===== src/rtl/dmem_arbiter_pkg.sv =====
// rtl/dmem_arbiter_pkg.sv - shared data-memory types: access size, arbiter state, request record
package dmem_arbiter_pkg;

    typedef enum logic [1:0] {
        SZ_BYTE = 2'd0,
        SZ_HALF = 2'd1,
        SZ_WORD = 2'd2
    } mem_size_t;

    typedef enum logic [1:0] {
        IDLE   = 2'd0,
        ACCESS = 2'd1,
        RESP   = 2'd2
    } arb_state_t;

    typedef struct packed {
        logic [31:0] addr;
        logic [31:0] wdata;
        mem_size_t   size;
        logic        sext;
        logic        we;
    } mem_req_t;

endpackage


===== src/rtl/dmem_misalign_chk.sv =====
// rtl/dmem_misalign_chk.sv - combinational alignment check for a data-memory access
//   addr_lo : address bits [1:0]
//   size    : access size
//   err     : 1 when a half access is odd or a word access is not 4-byte aligned
module dmem_misalign_chk
    import dmem_arbiter_pkg::*;
(
    input  logic [1:0] addr_lo,
    input  mem_size_t  size,
    output logic       err
);

    always_comb begin
        err = 1'b0;
        case (size)
            SZ_HALF: err = addr_lo[0];
            SZ_WORD: err = |addr_lo;
            default: err = 1'b0;
        endcase
    end

endmodule


===== src/rtl/dmem_arbiter.sv =====
// rtl/dmem_arbiter.sv - data-memory arbiter/sequencer between the MEM stage and a debug port
//   clock, reset_n                 : clock, asynchronous active-low reset
//   pipe_* / dbg_*                 : requester ports (req held until ready/ack)
//   pipe_ready / dbg_ack           : one-cycle completion pulse per port
//   rsp_rdata, rsp_err             : response of the completing access
//   stall                          : pipe_req & ~pipe_ready
//   mem_addr/wdata/size/sext/we    : memory control, driven only during ACCESS
//   mem_rdata                      : combinational memory read data
module dmem_arbiter
    import dmem_arbiter_pkg::*;
#(
    parameter int WAIT_STATES  = 1,
    parameter int STARVE_LIMIT = 4
) (
    input  logic        clock,
    input  logic        reset_n,
    input  logic        pipe_req,
    input  logic        pipe_we,
    input  logic [31:0] pipe_addr,
    input  logic [31:0] pipe_wdata,
    input  logic [1:0]  pipe_size,
    input  logic        pipe_sext,
    input  logic        dbg_req,
    input  logic        dbg_we,
    input  logic [31:0] dbg_addr,
    input  logic [31:0] dbg_wdata,
    input  logic [1:0]  dbg_size,
    output logic        pipe_ready,
    output logic        dbg_ack,
    output logic [31:0] rsp_rdata,
    output logic        rsp_err,
    output logic        stall,
    output logic [31:0] mem_addr,
    output logic [31:0] mem_wdata,
    output logic [1:0]  mem_size,
    output logic        mem_sext,
    output logic        mem_we,
    input  logic [31:0] mem_rdata
);

    arb_state_t state, state_nxt;
    logic [3:0] wait_cnt;
    logic [3:0] starve_cnt;
    mem_req_t   req_q;
    logic       owner_dbg;

    mem_req_t   win_req;
    logic       win_err;
    logic       grant_dbg;
    logic       grant_pipe;
    logic       grant_any;
    logic       access_last;

    // Arbitration happens only in IDLE; the pipeline wins unless it is absent
    // or the debug port has been passed over STARVE_LIMIT times in a row.
    assign grant_dbg   = (state == IDLE) && dbg_req &&
                         (!pipe_req || (starve_cnt == 4'(STARVE_LIMIT)));
    assign grant_pipe  = (state == IDLE) && pipe_req && !grant_dbg;
    assign grant_any   = grant_dbg || grant_pipe;
    assign access_last = (state == ACCESS) && (wait_cnt == 4'd0);

    // Debug reads are always zero-extended.
    always_comb begin
        win_req = '{addr: pipe_addr, wdata: pipe_wdata, size: mem_size_t'(pipe_size),
                    sext: pipe_sext, we: pipe_we};
        if (grant_dbg) begin
            win_req = '{addr: dbg_addr, wdata: dbg_wdata, size: mem_size_t'(dbg_size),
                        sext: 1'b0, we: dbg_we};
        end
    end

    dmem_misalign_chk u_misalign (
        .addr_lo (win_req.addr[1:0]),
        .size    (win_req.size),
        .err     (win_err)
    );

    always_ff @(posedge clock or negedge reset_n) begin
        if (!reset_n) begin
            state <= IDLE;
        end else begin
            state <= state_nxt;
        end
    end

    always_comb begin
        state_nxt = state;
        case (state)
            IDLE: begin
                if (grant_any) begin
                    state_nxt = win_err ? RESP : ACCESS;
                end
            end
            ACCESS: begin
                if (wait_cnt == 4'd0) begin
                    state_nxt = RESP;
                end
            end
            RESP:    state_nxt = IDLE;
            default: state_nxt = IDLE;
        endcase
    end

    always_comb begin
        pipe_ready = (state == RESP) && !owner_dbg;
        dbg_ack    = (state == RESP) && owner_dbg;
        mem_we     = access_last && req_q.we;
        mem_addr   = 32'd0;
        mem_wdata  = 32'd0;
        mem_size   = 2'd0;
        mem_sext   = 1'b0;
        if (state == ACCESS) begin
            mem_addr  = req_q.addr;
            mem_wdata = req_q.wdata;
            mem_size  = req_q.size;
            mem_sext  = req_q.sext;
        end
    end

    assign stall = pipe_req && !pipe_ready;

    always_ff @(posedge clock or negedge reset_n) begin
        if (!reset_n) begin
            wait_cnt   <= 4'd0;
            starve_cnt <= 4'd0;
            req_q      <= '0;
            owner_dbg  <= 1'b0;
            rsp_rdata  <= 32'd0;
            rsp_err    <= 1'b0;
        end else begin
            if (!dbg_req || grant_dbg) begin
                starve_cnt <= 4'd0;
            end else if (grant_pipe && (starve_cnt != 4'(STARVE_LIMIT))) begin
                starve_cnt <= starve_cnt + 4'd1;
            end

            case (state)
                IDLE: begin
                    if (grant_any) begin
                        req_q     <= win_req;
                        owner_dbg <= grant_dbg;
                        wait_cnt  <= 4'(WAIT_STATES);
                        // A misaligned access completes immediately with its error.
                        if (win_err) begin
                            rsp_err   <= 1'b1;
                            rsp_rdata <= 32'd0;
                        end
                    end
                end
                ACCESS: begin
                    if (wait_cnt != 4'd0) begin
                        wait_cnt <= wait_cnt - 4'd1;
                    end else begin
                        rsp_err   <= 1'b0;
                        rsp_rdata <= req_q.we ? 32'd0 : mem_rdata;
                    end
                end
                default: ;
            endcase
        end
    end

endmodule

===== config.mk =====
export PLATFORM = sky130hd
export DESIGN_NAME = dmem_arbiter
export DESIGN_NICKNAME = d
export VERILOG_FILES = /design/src/rtl/dmem_arbiter_pkg.sv /design/src/rtl/dmem_misalign_chk.sv /design/src/rtl/dmem_arbiter.sv
export SDC_FILE = /design/constraint.sdc
export NUM_CORES = 1
export LEC_CHECK = 0
export CORE_ASPECT_RATIO = 1.4
export CORE_UTILIZATION = 45
export CTS_CLUSTER_DIAMETER = 150
export DETAILED_ROUTE_END_ITERATION = 8
export GPL_TIMING_DRIVEN = 0
export HOLD_SLACK_MARGIN = 0.1
export PLACE_DENSITY = 0.88
export SYNTH_ARGS = -nofsm -noshare
export SYNTH_HDL_FRONTEND = slang
export SYNTH_SLANG_ARGS = --single-unit

===== constraint.sdc =====
create_clock -name clock -period 4.3 [get_ports clock]
set_input_delay 0.86 -clock clock [delete_from_list [all_inputs] [get_ports clock]]
set_output_delay 0.86 -clock clock [all_outputs]
set_load 0.01 [all_outputs]

==> impl_metrics.json <==
{
  "outcome": "finished with violations",
  "violations": "DRC",
  "cellPowerDensity_nw_per_um2": 631,
  "core_um2": 12800,
  "required_ps": 4550,
  "num-nets-final": 1094,
  "clkTransAtPathRegs_ps": 70,
  "cts_max_path_buffers": 2,
  "vdd_ir_drop_max_mv": 0.313,
  "grt_max_degree": 69,
  "report.power.total_mw": 5.76,
  "postCtsSetupBuffers": 0,
  "finalSetupTns_ps": 0,
  "drc": 16,
  "slew_headroom_pct": 37.8,
  "hold_path_class": "register to register",
  "synthTopCellsByArea": "dfrtp_1, mux2i_1, and2_1",
  "multi_input_area_um2": 2720,
  "globalRouteTotalUtil_pct": 26.0,
  "wl_mm": 17.5,
  "grt_pass1_vias": 5525,
  "grt_pass1_wl_mm": 27.3,
  "root_buffer": "clkbuf_16",
  "ys_ff_latch": 112,
  "clkSinkCount": 112,
  "drv_slew": 0,
  "layout_min_cycle_time_ps": 3840,
  "cts_tree": "done",
  "post-route-period-util_pct": 89.2,
  "start_util_pct": 46.0,
  "synth-edff-count": 0,
  "yosysMostFrequentCell": "nand2_1",
  "arrival_ps": 4090,
  "tightest_slew_ps": 934,
  "synth_top_area_share_pct": 47.8,
  "grt_antenna_before_repair": 0,
  "wl_per_cell_um": 16.3,
  "routed_via_density": 5.18,
  "drive_gt1_share_pct": 4.02,
  "cts_buffers": 9,
  "overflow": 0,
  "cts_resized": 0,
  "syn_to_final_growth_pct": 55.6,
  "ant_nets": 0,
  "yosysSeqAreaShare_pct": 47.8,
  "synth_top_area_cell": "dfrtp_1",
  "rsz0062_at_grt": "false",
  "syn_area_um2": 5860,
  "synth_flop_cell": "dfrtp_1",
  "clk_latency_ps": 350,
  "port_buffers": 274,
  "ctsHoldBuffers": 0,
  "setup-violations-final": 0,
  "n_antenna_cell": 0,
  "synth-async-reset-ratio_pct": 100,
  "io_pins": 275,
  "place.gp.congestion": 0.783,
  "skew_ps": 11.4,
  "synth_common_cells": "nand2_1, dfrtp_1, o21ai_0",
  "fmax_mhz": 261,
  "synth.net_count": 808,
  "row_count": 49,
  "ys_types": 39,
  "firstDrtPassIters": 9,
  "dpl.hpwl_mm": 13.6,
  "seqCellArea_um2": 2800,
  "critPathLaunchType": "input port",
  "end_kind": "register",
  "synthCells": 631,
  "num-fill-cells": 994,
  "drv_cap": 0,
  "critical_path.max_fanout": 10,
  "cts.htree.levels": 3,
  "die_width_um": 98.5,
  "crit_type": "input port to register",
  "drt_iter0_markers": 202,
  "dieArea_um2": 13500,
  "hold_viol_final": 0,
  "p_leak_nw": 4.20,
  "syn_area_per_cell_um2": 9.29,
  "yosysWarnings": 0,
  "die_h_um": 137,
  "via_count": 5561
}
-- critical path, stage by stage --
cell	delay (ps)
clkdlybuf4s50_1	590
or3b_4	430
a21o_1	170
buf_6	130
buf_2	210
mux2i_1	350
inv_1	90
ha_1	210
nand2_1	80
a211oi_1	50
a311oi_2	380
o31ai_4	140
buf_6	200
o211ai_1	190
-- logic make-up after synthesis --
group | Yosys count | synth area share (%)
and+or+nand+nor | 245 | 20.4
AOI/OAI and AO/OA | 118 | 13.1
DFF | 112 | 47.8
buffers and inverters | 82 | 5.87
muxes | 66 | 11.3
adders and majority gates | 6 | 1.28
xor gates and xnor gates | 2 | 0.299
-- routing by layer --
layer / up-vias / wire length [µm] / track usage [%]
li1: 2681 / - / -
met4: 0 / 362 / 8.87
met1: 2648 / 6460 / 29.0
met5: - / 0 / 0
met3: 26 / 1150 / 5.57
met2: 206 / 9530 / 48.9
-- cell usage in the layout (no fill, tap or decap), drive strengths merged, types with 4 or more instances in the layout --
cell / instances
nor2: 9
inv: 38
ha: 6
clkbuf: 45
clkdlybuf4s50: 273
and2: 68
buf: 13
dfrtp: 112
o21ai: 71
o211ai: 32
nand3: 35
nand2: 113
mux2i: 66
a21oi: 4
-- per-stage QoR --
stage	hold WS [ps]	util (%)	area [µm²]	setup WS [ps]	std cells
6_report	470	71.6	9130	464	1074
5_1_grt	490	71.6	9130	266	1074
4_1_cts	477	71.6	9130	443	1074
3_5_place_dp	462	69.2	8820	95.7	1059
3_3_place_gp	453	69.0	8800	-1960	1058
2_1_floorplan	442	-	5860	1160	631
-- registers in the layout, summed over array words and instances (netlist names) --
register,flops
owner_dbg,1
rsp_rdata,32
req_q,68
wait_cnt,4
starve_cnt,4
rsp_err,1
state,2
-- worst paths after layout --
path	endpoint	start	slack [ps]	cells past startpoint
worst max-delay path	rsp_rdata[5]	dbg_req	460	14
worst min-delay path	req_q[12]	req_q[12]	470	2
worst max register to register	rsp_rdata[5]	starve_cnt[0]	960	15
worst min register to register	req_q[12]	req_q[12]	470	2
max in group asynchronous	req_q[46]	reset_n	3040	2
min in group asynchronous	rsp_rdata[23]	reset_n	500	1
-- where the power goes --
part           switching (mW)  total [mW]  leakage, nW  internal [mW]
Combinational            1.57        3.04         2.67           1.48
Sequential              0.282        1.83         1.39           1.55
Clock                   0.372       0.881        0.143          0.509
-- area by class of cell --
type / instances / area share (%)
plain buffers: 44 / 2.21
clock buffers: 12 / 2.59
clock inverters: 3 / 0.740
inverters: 38 / 1.56
multi-input cells: 437 / 29.8
flip-flops and latches: 112 / 30.7
well taps: 153 / 2.10
repair buffers: 275 / 30.3
Power figures use the tool's default switching activity.
